<file path="src/rtl/decay_pair_recorder.sv">
// -----------------------------------------------------------------------------
// decay_pair_recorder
//
// Measures the interval, in clk cycles, between two trigger pulses whose
// spacing does not exceed a programmable window. Each accepted pair produces
// a one-cycle double_trig pulse and pushes the interval into a small
// first-word-fall-through FIFO that the processor drains with rd_en.
//
// Ports:
//   clk          system clock
//   rst          asynchronous, active-high reset
//   trigger      raw discriminator output, asynchronous to clk
//   window       maximum accepted interval in cycles, sampled every cycle
//   rd_en        pop strobe for the FIFO head
//   rd_data      FIFO head value, valid while empty=0
//   empty        FIFO empty flag
//   full         FIFO full flag
//   level        number of stored entries
//   double_trig  one-cycle pulse per accepted pair
//   overflow_cnt pairs dropped because the FIFO was full, saturating
// -----------------------------------------------------------------------------
module decay_pair_recorder #(
    parameter int CNT_W      = 16,
    parameter int DEPTH_LOG2 = 4
) (
    input  logic                  clk,
    input  logic                  rst,
    input  logic                  trigger,
    input  logic [CNT_W-1:0]      window,
    input  logic                  rd_en,
    output logic [CNT_W-1:0]      rd_data,
    output logic                  empty,
    output logic                  full,
    output logic [DEPTH_LOG2:0]   level,
    output logic                  double_trig,
    output logic [15:0]           overflow_cnt
);

    localparam int DEPTH = 1 << DEPTH_LOG2;

    typedef enum logic {
        IDLE,
        ARMED
    } state_t;

    logic                  q1, q2, q3;
    logic                  edge_det;
    state_t                state;
    logic [CNT_W-1:0]      cnt;

    logic [CNT_W-1:0]      mem [DEPTH];
    logic [DEPTH_LOG2-1:0] wr_ptr, rd_ptr;
    logic                  record, push, pop;
    logic [DEPTH_LOG2:0]   level_nxt;

    // Three-flop chain: q1/q2 resynchronise the asynchronous trigger, q3 gives
    // the previous level. Requiring q1&q2 rejects pulses shorter than 2 cycles.
    // NOTE: non-blocking assignments make every stage capture its predecessor's
    // old value, so the chain shifts exactly one stage per clock.
    always_ff @(posedge clk or posedge rst) begin
        if (rst) begin
            q1 <= 1'b0;
            q2 <= 1'b0;
            q3 <= 1'b0;
        end else begin
            q1 <= trigger;
            q2 <= q1;
            q3 <= q2;
        end
    end

    assign edge_det = q1 & q2 & ~q3;

    // A record is the second edge of a pair; the push happens on the same
    // clock edge that raises double_trig.
    assign record = (state == ARMED) && edge_det;
    assign pop    = rd_en & ~empty;
    // When full, a simultaneous pop frees the slot the new entry needs.
    assign push   = record & (~full | rd_en);

    // NOTE: default assignment first so every path assigns level_nxt and no
    // latch is inferred.
    always_comb begin
        level_nxt = level;
        case ({push, pop})
            2'b10:   level_nxt = level + 1'b1;
            2'b01:   level_nxt = level - 1'b1;
            default: level_nxt = level;
        endcase
    end

    // Pair FSM. cnt equals the number of cycles since the first edge, so the
    // value captured on the second edge is the interval directly.
    always_ff @(posedge clk or posedge rst) begin
        if (rst) begin
            state       <= IDLE;
            cnt         <= '0;
            double_trig <= 1'b0;
        end else begin
            double_trig <= 1'b0;
            case (state)
                IDLE: begin
                    if (edge_det && (window != '0)) begin
                        state <= ARMED;
                        cnt   <= CNT_W'(1);
                    end
                end
                ARMED: begin
                    if (edge_det) begin
                        double_trig <= 1'b1;
                        state       <= IDLE;
                    end else if (cnt >= window) begin
                        // Live window: lowering it below cnt times out at once.
                        state <= IDLE;
                    end else begin
                        cnt <= cnt + 1'b1;
                    end
                end
                default: state <= IDLE;
            endcase
        end
    end

    // FIFO pointers and registered flags, all derived from level_nxt so they
    // stay mutually consistent every cycle.
    always_ff @(posedge clk or posedge rst) begin
        if (rst) begin
            wr_ptr <= '0;
            rd_ptr <= '0;
            level  <= '0;
            empty  <= 1'b1;
            full   <= 1'b0;
        end else begin
            if (push) wr_ptr <= wr_ptr + 1'b1;
            if (pop)  rd_ptr <= rd_ptr + 1'b1;
            level <= level_nxt;
            empty <= (level_nxt == '0);
            full  <= (level_nxt == (DEPTH_LOG2+1)'(DEPTH));
        end
    end

    // NOTE: storage array is deliberately not reset; the pointers and flags
    // define which entries are valid, and the output is gated by empty.
    always_ff @(posedge clk) begin
        if (push) mem[wr_ptr] <= cnt;
    end

    assign rd_data = empty ? '0 : mem[rd_ptr];

    always_ff @(posedge clk or posedge rst) begin
        if (rst) begin
            overflow_cnt <= '0;
        end else if (record && full && !rd_en && (overflow_cnt != 16'hFFFF)) begin
            overflow_cnt <= overflow_cnt + 1'b1;
        end
    end

endmodule

</file>
<file path="config.mk">
export PLATFORM = sky130hd
export DESIGN_NAME = decay_pair_recorder
export DESIGN_NICKNAME = d
export VERILOG_FILES = /design/src/rtl/decay_pair_recorder.sv
export SDC_FILE = /design/constraint.sdc
export NUM_CORES = 1
export LEC_CHECK = 0
export ABC_CLOCK_PERIOD_IN_PS = 2900
export BUFFER_PORTS_ARGS = -buffer_cell sky130_fd_sc_hd__buf_4
export CAP_MARGIN = 5
export CORE_UTILIZATION = 45
export DETAILED_ROUTE_END_ITERATION = 7
export PLACE_DENSITY_LB_ADDON = 0.1
export REMOVE_ABC_BUFFERS = 1
export SYNTH_ARGS = -nofsm -noshare
export SYNTH_HDL_FRONTEND = slang
export SYNTH_SLANG_ARGS = --single-unit
export TNS_END_PERCENT = 5
</file>
<file path="constraint.sdc">
create_clock -name clk -period 2.9 [get_ports clk]
set_input_delay 0.29 -clock clk [delete_from_list [all_inputs] [get_ports clk]]
set_output_delay 0.29 -clock clk [all_outputs]
set_load 0.01 [all_outputs]
</file>
==> impl_metrics.xml, run 1 <==
<?xml version="1.0" encoding="UTF-8"?>
<metrics>
  <group name="outcome">
    <metric name="outcome" unit="">finished clean</metric>
  </group>
  <group name="global_route">
    <metric name="grt_first_pass_wirelength" unit="um">43100</metric>
    <metric name="grt_start_max_net_pins" unit="">41</metric>
    <metric name="globalRouteTotalUtil" unit="%">20.4</metric>
    <metric name="number_of_global_route_vias_before_repair" unit="">7345</metric>
    <metric name="grt_antenna_before_repair" unit="">0</metric>
    <metric name="grt_overflow_total" unit="">0</metric>
  </group>
  <group name="drt">
    <metric name="drt_iter0_drc" unit="">513</metric>
    <metric name="drt.antenna.violating_nets" unit="">0</metric>
    <metric name="detailroute.via_count" unit="">7007</metric>
    <metric name="route.final.wire_length" unit="um">28500</metric>
    <metric name="remaining_drc_errors" unit="">0</metric>
    <metric name="post_drt_wl_per_cell" unit="um">22.8</metric>
    <metric name="vias_per_inst" unit="">5.62</metric>
    <metric name="router_iterations_before_antenna_repair" unit="">5</metric>
  </group>
  <group name="worst_setup_path">
    <metric name="worstPathRequired" unit="ns">2.61</metric>
    <metric name="worst-path-max-fanout" unit="">8</metric>
    <metric name="critPathSlowestCell" unit="">sky130_fd_sc_hd__mux4_2</metric>
    <metric name="cp_top_family" unit="">multiplexers</metric>
    <metric name="timing.critical_path.slowest_cell_delay" unit="ns">0.52</metric>
    <metric name="cp_cell_sequence" unit="">buf_12 -&gt; buf_16 -&gt; mux4_2 -&gt; mux4_2 -&gt; nor2b_4 -&gt; buf_6</metric>
    <metric name="worst_ep_arrival_time" unit="ns">2.57</metric>
    <metric name="worst_setup_path_end_kind" unit="">output port</metric>
    <metric name="setup.worst_path.start_class" unit="">flop</metric>
    <metric name="critical-path-top-cell-by-count" unit="">sky130_fd_sc_hd__mux4_2</metric>
    <metric name="critical_path_class" unit="">flop to output port</metric>
    <metric name="critical_path.n_buffers_inverters" unit="">3</metric>
  </group>
  <group name="logic_synthesis">
    <metric name="synthesis.area_per_instance" unit="um2">18.1</metric>
    <metric name="yosys_most_used_dff" unit="">sky130_fd_sc_hd__edfxtp_1</metric>
    <metric name="synth_top_cell_area_share" unit="%">60.1</metric>
    <metric name="post_synth_inst_count" unit="">707</metric>
    <metric name="dominant_combinational_cell_family_by_area_after_synthesis" unit="">multiplexers</metric>
    <metric name="synth_compound_gate_area_share" unit="%">2.88</metric>
    <metric name="synth.yosys.seq_area_share" unit="%">70.2</metric>
    <metric name="post_synth_xor_area_fraction" unit="%">1.71</metric>
    <metric name="synth.distinct_cells" unit="">51</metric>
    <metric name="synth-warning-count" unit="">0</metric>
    <metric name="synthAdderAreaFrac" unit="%">2.54</metric>
    <metric name="post-synth-top-area-cell" unit="">sky130_fd_sc_hd__edfxtp_1</metric>
    <metric name="synth_simple_gate_area_share" unit="%">6.30</metric>
    <metric name="edff_count_synth" unit="">256</metric>
    <metric name="synthMuxAreaShare" unit="%">14.4</metric>
    <metric name="asyncSetResetFlopFracSynth" unit="%">16.9</metric>
    <metric name="postSynthRegisterBits" unit="">308</metric>
    <metric name="synth.top_cells.by_area" unit="">sky130_fd_sc_hd__edfxtp_1 (60%), sky130_fd_sc_hd__mux4_2 (14%), sky130_fd_sc_hd__dfrtp_1 (10%)</metric>
    <metric name="netlist_area_pre_place" unit="mm2">0.0128</metric>
  </group>
  <group name="place">
    <metric name="dp_hpwl" unit="um">17400</metric>
    <metric name="placement.cell_area" unit="mm2">0.0141</metric>
    <metric name="gp_congestion" unit="">0.806</metric>
    <metric name="io_buffer_count" unit="">59</metric>
  </group>
  <group name="timing">
    <metric name="slew-limit-headroom" unit="%">54.9</metric>
    <metric name="period_needed" unit="ns">2.86</metric>
    <metric name="final.period_utilization" unit="%">98.8</metric>
    <metric name="skew" unit="ns">0.0138</metric>
    <metric name="worst-slew-pin-transition" unit="ns">0.672</metric>
    <metric name="hold_ws" unit="ns">0.300</metric>
    <metric name="setup_violations" unit="">0</metric>
    <metric name="timing.final.max_slew_violations" unit="">0</metric>
    <metric name="final.setup.tns" unit="ns">0</metric>
    <metric name="timing_hold_violations_final" unit="">0</metric>
    <metric name="grt_setup_unrepaired" unit="">true</metric>
    <metric name="timing.fmax" unit="GHz">0.349</metric>
  </group>
  <group name="clocking">
    <metric name="clk_pin_slew" unit="ns">0.06</metric>
    <metric name="cts_sinks" unit="">308</metric>
    <metric name="cts-buffers-inserted" unit="">34</metric>
    <metric name="worstSkewPairLatency" unit="ns">0.50</metric>
    <metric name="cts_max_level" unit="">2</metric>
    <metric name="tritoncts" unit="">built</metric>
    <metric name="clock-root-buffer" unit="">sky130_fd_sc_hd__clkbuf_16</metric>
    <metric name="cts_buffer_depth" unit="">3</metric>
  </group>
  <group name="power">
    <metric name="power.switching" unit="mW">3.86</metric>
    <metric name="power.internal" unit="mW">9.90</metric>
    <metric name="power_frac_seq" unit="%">39.5</metric>
    <metric name="power-per-cell-area" unit="mW/mm2">892</metric>
    <metric name="leakagePower" unit="nW">5.75</metric>
    <metric name="switching_fraction_of_total_power" unit="%">28.0</metric>
    <metric name="vdd_drop_max" unit="uV">430</metric>
    <metric name="power.clock.fraction" unit="%">28.5</metric>
    <metric name="combPwrFrac" unit="%">32.0</metric>
    <metric name="post-layout-total-power" unit="mW">13.8</metric>
  </group>
  <group name="layout">
    <metric name="finalNetCount" unit="">894</metric>
    <metric name="antenna_cells_inserted" unit="">0</metric>
    <metric name="final_layout_size_suffix_gt1_share" unit="%">31.9</metric>
    <metric name="syn2layout_area_growth" unit="%">20.6</metric>
    <metric name="layout.cell_area.non_filler" unit="mm2">0.0154</metric>
  </group>
  <group name="floorplan">
    <metric name="floorplan.initialDensity" unit="%">45.9</metric>
    <metric name="placementRows" unit="">61</metric>
    <metric name="die_boundary_width" unit="um">171</metric>
    <metric name="floorplan.die_area" unit="mm2">0.0291</metric>
    <metric name="design.core.area" unit="mm2">0.0279</metric>
    <metric name="die_h" unit="um">171</metric>
    <metric name="pin_count" unit="">60</metric>
  </group>
  <group name="flow_run">
    <metric name="timing.max_cap.violations" unit="">0</metric>
  </group>
  <group name="worst_hold_path">
    <metric name="holdCritPathClass" unit="">input port to flop</metric>
  </group>
</metrics>
-- sequential cells by signal, summed over array words and instances (netlist names) --
register      flops
full              1
q1                1
q3                1
double_trig       1
wr_ptr            4
overflow_cnt     16
empty             1
rd_ptr            4
cnt              16
level             5
q2                1
state             1
mem             256
-- power groups by stage --
| stage | logic (mW) | clock network [mW] | registers (mW) |
|---|---|---|---|
| floorplan | 1.99 | 0 | 5.99 |
| global placement | 3.72 | 0 | 5.60 |
| detailed placement | 3.79 | 0 | 5.62 |
| CTS | 4.06 | 4.02 | 5.44 |
| global route | 4.74 | 4.18 | 5.46 |
| finish | 4.41 | 3.91 | 5.44 |
-- metrics by stage --
step                setup WS [ns]  util [%]  instances
global route              -0.0264      55.4       1246
floorplan                   -1.28         -        680
CTS                       -0.0396      54.5       1235
global placement            0.125      50.5       1172
detailed placement          0.121      50.5       1172
finish                     0.0352      55.4       1246
-- cells in the mapped netlist (14+ instances only) --
master	count
sky130_fd_sc_hd__mux4_2	80
sky130_fd_sc_hd__ha_1	26
sky130_fd_sc_hd__inv_1	25
sky130_fd_sc_hd__nor2_1	30
sky130_fd_sc_hd__a21oi_1	16
sky130_fd_sc_hd__nand2_1	30
sky130_fd_sc_hd__edfxtp_1	256
sky130_fd_sc_hd__nor2b_1	25
sky130_fd_sc_hd__dfrtp_1	51
sky130_fd_sc_hd__xnor2_1	16
sky130_fd_sc_hd__nand3_1	20
sky130_fd_sc_hd__clkbuf_1	14
-- routing by layer --
metal  part of all wire [%]  vias up  routed length (um)  track usage [%]
met3                    4.5       52                1290             3.12
met4                    2.6        0                 740             6.62
met5                      0        -                   0                0
met1                     42     3653               11900             26.1
met2                     51      206               14500             35.6
li1                       -     3096                   -                -
-- layout by cell type (no fill, tap or decap), types with 3 or more instances in the layout --
master and count:
sky130_fd_sc_hd__a21oi_1 15, sky130_fd_sc_hd__a31oi_1 5, sky130_fd_sc_hd__and2_1 5, sky130_fd_sc_hd__and3_1 5, sky130_fd_sc_hd__buf_12 7, sky130_fd_sc_hd__buf_4 109
sky130_fd_sc_hd__buf_6 8, sky130_fd_sc_hd__clkbuf_1 8, sky130_fd_sc_hd__clkbuf_16 39, sky130_fd_sc_hd__clkinv_1 4, sky130_fd_sc_hd__clkinv_2 6, sky130_fd_sc_hd__dfrtp_1 49
sky130_fd_sc_hd__edfxtp_1 256, sky130_fd_sc_hd__ha_1 25, sky130_fd_sc_hd__inv_1 24, sky130_fd_sc_hd__mux4_2 80, sky130_fd_sc_hd__nand2_1 30, sky130_fd_sc_hd__nand2b_1 6
sky130_fd_sc_hd__nand3_1 20, sky130_fd_sc_hd__nand4_1 11, sky130_fd_sc_hd__nor2_1 29, sky130_fd_sc_hd__nor2b_1 17, sky130_fd_sc_hd__nor2b_4 6, sky130_fd_sc_hd__nor3_1 4
sky130_fd_sc_hd__nor3_2 5, sky130_fd_sc_hd__nor4_1 5, sky130_fd_sc_hd__o21ai_0 7, sky130_fd_sc_hd__o21ai_1 9, sky130_fd_sc_hd__o311ai_1 3, sky130_fd_sc_hd__o31ai_1 3
sky130_fd_sc_hd__xnor2_1 16, sky130_fd_sc_hd__xor2_1 9
-- worst paths after layout --
kind | start | to | slack (ns) | cells after the start
setup / recovery | rd_ptr[0]$_DFFE_PP0P_ | rd_data[2] | 0.04 | 6
hold reg to reg | q2$_DFF_PP0_ | q3$_DFF_PP0_ | 0.40 | 0
setup reg to reg | q3$_DFF_PP0_ | full$_DFF_PP0_ | 0.19 | 12
min in group asynchronous | rst | overflow_cnt[14]$_DFFE_PP0P_ | 0.42 | 3
hold / removal | rd_en | overflow_cnt[0]$_DFFE_PP0P_ | 0.30 | 5
max in group asynchronous | rst | cnt[2]$_DFFE_PP0P_ | 1.71 | 4
-- tightest hold or removal path: cells and delay by family --
kind | cells | cell delay [ns]
xor+xnor | 1 | 0.15
buf+inv | 1 | 0.09
simple gates | 3 | 0.23
-- layout make-up --
class,instances,area (um2)
repair buffers,132,1220
inverters,25,93.8
well taps,378,473
clock buffers,44,920
fillers,2153,12400
clock inverters,12,83.8
flip-flops and latches,308,8990
multi-input cells,347,3640
-- timing repair --
item | CTS | global route
pin swaps | 0 | 1
setup buffers | 5 | 7
hold buffers | 2 | 0
resized for setup | 4 | 21
gates cloned | 0 | 4
hold endpoints to repair | 27 | 0
endpoints found under the setup margin | 16 | 18
-- kinds of logic (layout without fill, tap and decap cells) --
logic type / Yosys count / count (layout)
buffers and inverters: 52 / 213
multiplexers: 84 / 84
flip-flops: 308 / 308
AND/OR/NAND/NOR: 154 / 154
AO/OA/AOI/OAI: 58 / 58
XOR/XNOR: 25 / 25
adder cells (fa/ha/maj): 26 / 26
No activity file was read; power rests on OpenSTA's default activity.
==> inputs of run 2 (changes only) <==
--- a/config.mk
+++ b/config.mk
@@ -8,6 +8,7 @@
 export ABC_CLOCK_PERIOD_IN_PS = 2900
 export BUFFER_PORTS_ARGS = -buffer_cell sky130_fd_sc_hd__buf_4
 export CAP_MARGIN = 5
+export CORE_ASPECT_RATIO = 0.8
 export CORE_UTILIZATION = 45
 export DETAILED_ROUTE_END_ITERATION = 7
 export PLACE_DENSITY_LB_ADDON = 0.1
==> impl_metrics.xml, run 2 (same netlist as run 1, synthesis figures left out) <==
<?xml version="1.0" encoding="UTF-8"?>
<metrics>
  <group name="clocking">
    <metric name="cts_buffer_depth" unit="">3</metric>
    <metric name="cts_max_level" unit="">1</metric>
    <metric name="worstSkewPairLatency" unit="ns">0.55</metric>
    <metric name="cts_sinks" unit="">308</metric>
    <metric name="cts-buffers-inserted" unit="">30</metric>
    <metric name="clk_pin_slew" unit="ns">0.06</metric>
    <metric name="clock-root-buffer" unit="">sky130_fd_sc_hd__clkbuf_16</metric>
    <metric name="tritoncts" unit="">built</metric>
  </group>
  <group name="outcome">
    <metric name="failed_checks" unit="">setup timing</metric>
    <metric name="outcome" unit="">finished, violations left</metric>
  </group>
  <group name="timing">
    <metric name="timing.final.max_slew_violations" unit="">0</metric>
    <metric name="final.period_utilization" unit="%">102</metric>
    <metric name="slew-limit-headroom" unit="%">59.0</metric>
    <metric name="final.setup.tns" unit="ns">-0.164</metric>
    <metric name="grt_setup_unrepaired" unit="">true</metric>
    <metric name="hold_ws" unit="ns">0.265</metric>
    <metric name="worst-slew-pin-transition" unit="ns">0.612</metric>
    <metric name="setup_violations" unit="">8</metric>
    <metric name="period_needed" unit="ns">2.95</metric>
    <metric name="worst_slack" unit="ns">-0.0476</metric>
    <metric name="skew" unit="ns">0.0154</metric>
    <metric name="timing.fmax" unit="GHz">0.339</metric>
    <metric name="timing_hold_violations_final" unit="">0</metric>
  </group>
  <group name="worst_setup_path">
    <metric name="worst-path-stages" unit="">6</metric>
    <metric name="r2r_setup_slack" unit="ns">0.20</metric>
    <metric name="worst_setup_path_end_kind" unit="">output port</metric>
    <metric name="timing.critical_path.slowest_cell_delay" unit="ns">0.52</metric>
    <metric name="critical_path.n_buffers_inverters" unit="">3</metric>
    <metric name="cp_top_family" unit="">multiplexers</metric>
    <metric name="critical_path_class" unit="">flop to output port</metric>
    <metric name="worstPathRequired" unit="ns">2.61</metric>
    <metric name="worst_ep_arrival_time" unit="ns">2.66</metric>
    <metric name="r2r-start" unit="">q3$_DFF_PP0_</metric>
    <metric name="worst_r2r_path_depth" unit="">12</metric>
    <metric name="critPathSlowestCell" unit="">sky130_fd_sc_hd__mux4_2</metric>
    <metric name="worst-path-max-fanout" unit="">12</metric>
    <metric name="cp_cell_sequence" unit="">buf_12 -&gt; buf_12 -&gt; mux4_2 -&gt; mux4_2 -&gt; nor2b_1 -&gt; buf_4</metric>
    <metric name="timing.rr.end" unit="">full$_DFF_PP0_</metric>
    <metric name="setup.worst_path.start_class" unit="">flop</metric>
  </group>
  <group name="layout">
    <metric name="syn2layout_area_growth" unit="%">18.7</metric>
    <metric name="final_cell_mix" unit="">sky130_fd_sc_hd__edfxtp_1 (256), sky130_fd_sc_hd__buf_4 (118), sky130_fd_sc_hd__mux4_2 (80)</metric>
    <metric name="filler_cell_count" unit="">2151</metric>
    <metric name="multi_input_comb_area" unit="mm2">0.00360</metric>
    <metric name="largest_register_ff_count" unit="">256</metric>
    <metric name="finish.utilization" unit="%">55.0</metric>
    <metric name="finalNetCount" unit="">887</metric>
    <metric name="ff_latch_area" unit="mm2">0.00899</metric>
    <metric name="layout.cell_area.non_filler" unit="mm2">0.0152</metric>
    <metric name="antenna_cells_inserted" unit="">0</metric>
    <metric name="regMostFlops" unit="">mem</metric>
    <metric name="layout.cells.most_common" unit="">sky130_fd_sc_hd__edfxtp_1</metric>
    <metric name="layout_top_registers" unit="">mem: 256 flops, cnt: 16 flops, overflow_cnt: 16 flops</metric>
    <metric name="final_layout_size_suffix_gt1_share" unit="%">30.8</metric>
  </group>
  <group name="drt">
    <metric name="router_iterations_before_antenna_repair" unit="">7</metric>
    <metric name="post_drt_wl_per_cell" unit="um">23.1</metric>
    <metric name="vias_per_inst" unit="">5.66</metric>
    <metric name="drt_iter0_drc" unit="">464</metric>
    <metric name="drt.antenna.violating_nets" unit="">0</metric>
    <metric name="remaining_drc_errors" unit="">0</metric>
    <metric name="detailroute.via_count" unit="">6955</metric>
    <metric name="route.final.wire_length" unit="um">28300</metric>
  </group>
  <group name="floorplan">
    <metric name="placementRows" unit="">54</metric>
    <metric name="design.core.area" unit="mm2">0.0276</metric>
    <metric name="floorplan.initialDensity" unit="%">46.3</metric>
    <metric name="floorplan.die_area" unit="mm2">0.0291</metric>
    <metric name="die_h" unit="um">153</metric>
    <metric name="pin_count" unit="">60</metric>
    <metric name="die_boundary_width" unit="um">191</metric>
  </group>
  <group name="global_route">
    <metric name="grt_start_max_net_pins" unit="">42</metric>
    <metric name="grt_first_pass_wirelength" unit="um">43800</metric>
    <metric name="grt_overflow_total" unit="">0</metric>
    <metric name="grt_antenna_before_repair" unit="">0</metric>
    <metric name="globalRouteTotalUtil" unit="%">20.3</metric>
    <metric name="number_of_global_route_vias_before_repair" unit="">7267</metric>
  </group>
  <group name="power">
    <metric name="leakagePower" unit="nW">5.65</metric>
    <metric name="power-per-cell-area" unit="mW/mm2">875</metric>
    <metric name="post-layout-total-power" unit="mW">13.3</metric>
    <metric name="vdd_drop_max" unit="uV">450</metric>
  </group>
  <group name="place">
    <metric name="gp_congestion" unit="">0.829</metric>
    <metric name="io_buffer_count" unit="">59</metric>
    <metric name="placement.cell_area" unit="mm2">0.0141</metric>
    <metric name="dp_hpwl" unit="um">18100</metric>
  </group>
  <group name="worst_hold_path">
    <metric name="holdCritPathClass" unit="">input port to async pin</metric>
  </group>
  <group name="flow_run">
    <metric name="timing.max_cap.violations" unit="">0</metric>
  </group>
</metrics>
-- run 2: per-stage QoR --
step	cells	setup slack, ns
final	1228	-0.0476
after global routing	1228	-0.134
after CTS	1228	-0.0746
after detailed placement	1163	0.168
after global placement	1163	0.183
after floorplan	680	-1.28
-- run 2: tightest hold or removal path: stages --
cell                            delay, ns
sky130_fd_sc_hd__dlygate4sd3_1       0.54
sky130_fd_sc_hd__buf_4               0.13
sky130_fd_sc_hd__inv_2               0.25
-- run 2: layout make-up --
cell class | instances | area share, %
repair buffers | 129 | 7.20
clock buffers | 41 | 5.56
inverters | 25 | 0.618
multi-input cells | 347 | 23.7
flip-flops and latches | 308 | 59.2
well taps | 364 | 3.00
clock inverters | 14 | 0.774
-- run 2: worst max-delay path by stage --
| stage | start | to | slack (ns) |
|---|---|---|---|
| floorplan | rd_ptr[0]$_DFFE_PP0P_ | rd_data[0] | -1.28 |
| global placement | q3$_DFF_PP0_ | full$_DFF_PP0_ | 0.18 |
| detailed placement | q3$_DFF_PP0_ | full$_DFF_PP0_ | 0.17 |
| CTS | rd_ptr[0]$_DFFE_PP0P_ | rd_data[3] | -0.07 |
| global route | rd_ptr[0]$_DFFE_PP0P_ | rd_data[3] | -0.13 |
| finish | rd_ptr[0]$_DFFE_PP0P_ | rd_data[3] | -0.05 |
-- run 2: power by group --
| part | total, mW | internal (mW) | leakage (nW) | switching [mW] |
|---|---|---|---|---|
| combinational | 4.05 | 2.10 | 2.01 | 1.95 |
| clock | 3.77 | 2.21 | 0.481 | 1.57 |
| sequential | 5.47 | 5.20 | 3.16 | 0.267 |
| total | 13.3 | 9.51 | 5.65 | 3.78 |
-- run 2: metal layers --
metal	share of wire [%]	vias up	track usage, %	wire (um)
met4	2.7	0	5.68	755
met5	0	-	0	0
li1	-	3082	-	-
met2	47	174	31.7	13300
met1	46	3658	29.7	13100
met3	4.0	41	2.96	1140
-- run 2: repair_timing --
| action | 4_1_cts | 5_1_grt |
|---|---|---|
| gates resized for setup | 2 | 3 |
| cloned | 1 | 0 |
| pin swaps | 0 | 0 |
| hold buffers | 2 | 0 |
| buffers inserted | 7 | 0 |
| endpoints found under the setup margin | 16 | 18 |
| endpoints found under the hold margin | 16 | 0 |
==> inputs of run 3 (changes only) <==
--- a/config.mk
+++ b/config.mk
@@ -11,7 +11,6 @@
 export CORE_ASPECT_RATIO = 0.8
 export CORE_UTILIZATION = 45
 export DETAILED_ROUTE_END_ITERATION = 7
-export PLACE_DENSITY_LB_ADDON = 0.1
 export REMOVE_ABC_BUFFERS = 1
 export SYNTH_ARGS = -nofsm -noshare
 export SYNTH_HDL_FRONTEND = slang
==> impl_metrics.xml, run 3 (same netlist as run 1, synthesis figures left out) <==
<?xml version="1.0" encoding="UTF-8"?>
<metrics>
  <group name="clocking">
    <metric name="tritoncts" unit="">built</metric>
    <metric name="clock-root-buffer" unit="">sky130_fd_sc_hd__clkbuf_16</metric>
    <metric name="cts_buffer_depth" unit="">3</metric>
    <metric name="cts_sinks" unit="">308</metric>
    <metric name="worstSkewPairLatency" unit="ns">0.54</metric>
    <metric name="clk_pin_slew" unit="ns">0.06</metric>
    <metric name="cts-buffers-inserted" unit="">30</metric>
    <metric name="cts_max_level" unit="">1</metric>
  </group>
  <group name="worst_setup_path">
    <metric name="worst_setup_path_end_kind" unit="">output port</metric>
    <metric name="r2r-start" unit="">q3$_DFF_PP0_</metric>
    <metric name="critPathSlowestCell" unit="">sky130_fd_sc_hd__mux4_2</metric>
    <metric name="critical-path-top-cell-by-count" unit="">sky130_fd_sc_hd__mux4_2</metric>
    <metric name="setup.worst_path.start_class" unit="">flop</metric>
    <metric name="worst-path-max-fanout" unit="">6</metric>
    <metric name="timing.rr.end" unit="">full$_DFF_PP0_</metric>
    <metric name="r2r_setup_slack" unit="ns">0.15</metric>
    <metric name="worst_ep_arrival_time" unit="ns">2.68</metric>
    <metric name="worst_r2r_path_depth" unit="">12</metric>
    <metric name="worstPathRequired" unit="ns">2.61</metric>
    <metric name="critical_path_class" unit="">flop to output port</metric>
    <metric name="cp_cell_sequence" unit="">buf_12 -&gt; buf_16 -&gt; mux4_2 -&gt; mux4_2 -&gt; nor2b_4 -&gt; buf_6</metric>
    <metric name="timing.critical_path.slowest_cell_delay" unit="ns">0.52</metric>
  </group>
  <group name="power">
    <metric name="power_frac_seq" unit="%">40.3</metric>
    <metric name="power.switching" unit="mW">3.86</metric>
    <metric name="post-layout-total-power" unit="mW">13.5</metric>
    <metric name="vdd_drop_max" unit="uV">473</metric>
    <metric name="leakagePower" unit="nW">5.65</metric>
    <metric name="power-per-cell-area" unit="mW/mm2">885</metric>
    <metric name="power.clock.fraction" unit="%">26.6</metric>
    <metric name="switching_fraction_of_total_power" unit="%">28.6</metric>
    <metric name="power.internal" unit="mW">9.64</metric>
    <metric name="combPwrFrac" unit="%">33.0</metric>
  </group>
  <group name="drt">
    <metric name="vias_per_inst" unit="">5.66</metric>
    <metric name="detailroute.via_count" unit="">6930</metric>
    <metric name="post_drt_wl_per_cell" unit="um">23.4</metric>
    <metric name="drt_iter0_drc" unit="">697</metric>
    <metric name="drt.antenna.violating_nets" unit="">0</metric>
    <metric name="remaining_drc_errors" unit="">0</metric>
    <metric name="route.final.wire_length" unit="um">28700</metric>
    <metric name="router_iterations_before_antenna_repair" unit="">5</metric>
  </group>
  <group name="global_route">
    <metric name="grt_start_max_net_pins" unit="">41</metric>
    <metric name="globalRouteTotalUtil" unit="%">20.3</metric>
    <metric name="grt_first_pass_wirelength" unit="um">44000</metric>
    <metric name="grt_overflow_total" unit="">0</metric>
    <metric name="grt_antenna_before_repair" unit="">0</metric>
    <metric name="number_of_global_route_vias_before_repair" unit="">7383</metric>
  </group>
  <group name="layout">
    <metric name="layout.cell_area.non_filler" unit="mm2">0.0153</metric>
    <metric name="filler_cell_count" unit="">2151</metric>
    <metric name="largest_register_ff_count" unit="">256</metric>
    <metric name="regMostFlops" unit="">mem</metric>
    <metric name="multi_input_comb_area" unit="mm2">0.00364</metric>
    <metric name="layout.cells.most_common" unit="">sky130_fd_sc_hd__edfxtp_1</metric>
    <metric name="final_layout_size_suffix_gt1_share" unit="%">30.2</metric>
    <metric name="layout_top_registers" unit="">mem: 256 flops, cnt: 16 flops, overflow_cnt: 16 flops</metric>
    <metric name="final_cell_mix" unit="">sky130_fd_sc_hd__edfxtp_1 (256), sky130_fd_sc_hd__buf_4 (101), sky130_fd_sc_hd__mux4_2 (80)</metric>
    <metric name="ff_latch_area" unit="mm2">0.00899</metric>
    <metric name="syn2layout_area_growth" unit="%">19.3</metric>
    <metric name="antenna_cells_inserted" unit="">0</metric>
    <metric name="finalNetCount" unit="">883</metric>
  </group>
  <group name="floorplan">
    <metric name="die_h" unit="um">153</metric>
    <metric name="floorplan.die_area" unit="mm2">0.0291</metric>
    <metric name="placementRows" unit="">54</metric>
    <metric name="floorplan.initialDensity" unit="%">46.3</metric>
    <metric name="pin_count" unit="">60</metric>
    <metric name="die_boundary_width" unit="um">191</metric>
    <metric name="design.core.area" unit="mm2">0.0276</metric>
  </group>
  <group name="place">
    <metric name="place_ws" unit="ns">0.0860</metric>
    <metric name="io_buffer_count" unit="">59</metric>
    <metric name="placement.cell_area" unit="mm2">0.0140</metric>
    <metric name="dp_hpwl" unit="um">17200</metric>
    <metric name="gp_congestion" unit="">0.844</metric>
  </group>
  <group name="timing">
    <metric name="skew" unit="ns">0.0105</metric>
    <metric name="period_needed" unit="ns">2.97</metric>
    <metric name="setup_violations" unit="">10</metric>
    <metric name="timing_hold_violations_final" unit="">0</metric>
    <metric name="grt_setup_unrepaired" unit="">true</metric>
    <metric name="timing.final.max_slew_violations" unit="">0</metric>
    <metric name="final.period_utilization" unit="%">102</metric>
    <metric name="slew-limit-headroom" unit="%">61.5</metric>
    <metric name="worst-slew-pin-transition" unit="ns">0.573</metric>
    <metric name="timing.fmax" unit="GHz">0.337</metric>
    <metric name="worst_slack" unit="ns">-0.0656</metric>
    <metric name="hold_ws" unit="ns">0.258</metric>
  </group>
  <group name="flow_run">
    <metric name="timing.max_cap.violations" unit="">0</metric>
  </group>
  <group name="outcome">
    <metric name="failed_checks" unit="">setup timing</metric>
    <metric name="outcome" unit="">finished, violations left</metric>
  </group>
  <group name="worst_hold_path">
    <metric name="hold_path_depth" unit="">5</metric>
    <metric name="min_delay_worst_endpoint" unit="">overflow_cnt[0]$_DFFE_PP0P_</metric>
    <metric name="worst_hold_startpoint" unit="">rd_en</metric>
    <metric name="holdCritPathClass" unit="">input port to flop</metric>
  </group>
</metrics>
run 3: changes by cell type in the layout (fill, tap and decap cells not counted), moves of 2 or more:
cell	previous run	this run
sky130_fd_sc_hd__clkinv_1	2	8
sky130_fd_sc_hd__nor2b_4	1	6
sky130_fd_sc_hd__clkbuf_1	8	12
sky130_fd_sc_hd__buf_12	8	6
sky130_fd_sc_hd__clkinv_2	10	4
sky130_fd_sc_hd__buf_16	1	5
sky130_fd_sc_hd__nor2b_1	24	18
sky130_fd_sc_hd__buf_6	0	9
sky130_fd_sc_hd__buf_4	118	101
run 3: per-stage QoR:
| step | TNS [ns] | util (%) | std cells |
|---|---|---|---|
| final | -0.434 | 55.2 | 1225 |
| after global routing | -1.39 | 55.2 | 1225 |
| after CTS | -0.527 | 55.0 | 1224 |
| after detailed placement | 0 | 50.7 | 1155 |
| after global placement | 0 | 50.7 | 1155 |
| after floorplan | -22.56 | - | 680 |
run 3: worst max-delay path by stage:
stage                                     start        endpoint  slack [ns]
after floorplan           rd_ptr[0]$_DFFE_PP0P_      rd_data[0]       -1.28
final                     rd_ptr[0]$_DFFE_PP0P_      rd_data[3]       -0.07
after global placement             q3$_DFF_PP0_  full$_DFF_PP0_        0.13
after CTS                 rd_ptr[0]$_DFFE_PP0P_      rd_data[3]       -0.06
after global routing      rd_ptr[0]$_DFFE_PP0P_      rd_data[4]       -0.11
after detailed placement           q3$_DFF_PP0_  full$_DFF_PP0_        0.09
run 3: layout make-up:
| type | instances | area share, % |
|---|---|---|
| Sequential cell | 308 | 58.9 |
| Multi-Input combinational cell | 347 | 23.8 |
| Timing Repair Buffer | 125 | 7.71 |
| Clock buffer | 43 | 5.38 |
| Tap cell | 364 | 2.98 |
| Inverter | 25 | 0.615 |
| Clock inverter | 13 | 0.525 |
run 3: power by group through the flow:
stage               logic [mW]  registers, mW  clock network, mW
floorplan                 1.99           5.99                  0
global placement          3.75           5.54                  0
detailed placement        3.86           5.56                  0
CTS                       4.43           5.44               3.67
global route              4.79           5.47               3.85
finish                    4.46           5.45               3.60
run 3: what timing repair did:
action	4_1_cts	5_1_grt
gates resized for setup	25	10
pin swaps	0	0
hold endpoints to repair	26	0
endpoints found under the setup margin	15	18
buffers inserted	8	0
gates cloned	4	1
hold buffers	2	0
run 3: layer usage:
layer / vias to the layer above / routed length [um] / GRT usage [%]
li1: 3071 / - / -
met1: 3613 / 12600 / 28.9
met2: 214 / 14200 / 33.6
met3: 32 / 1510 / 2.99
met4: 0 / 369 / 3.70
met5: - / 0 / 0
run 3: critical path: cells and delay by family, from the launching register on:
family	cells	cell delay (ns)
and+or+nand+nor	1	0.15
muxes	2	1.03
DFF	1	0.50
buffers and inverters	3	0.45
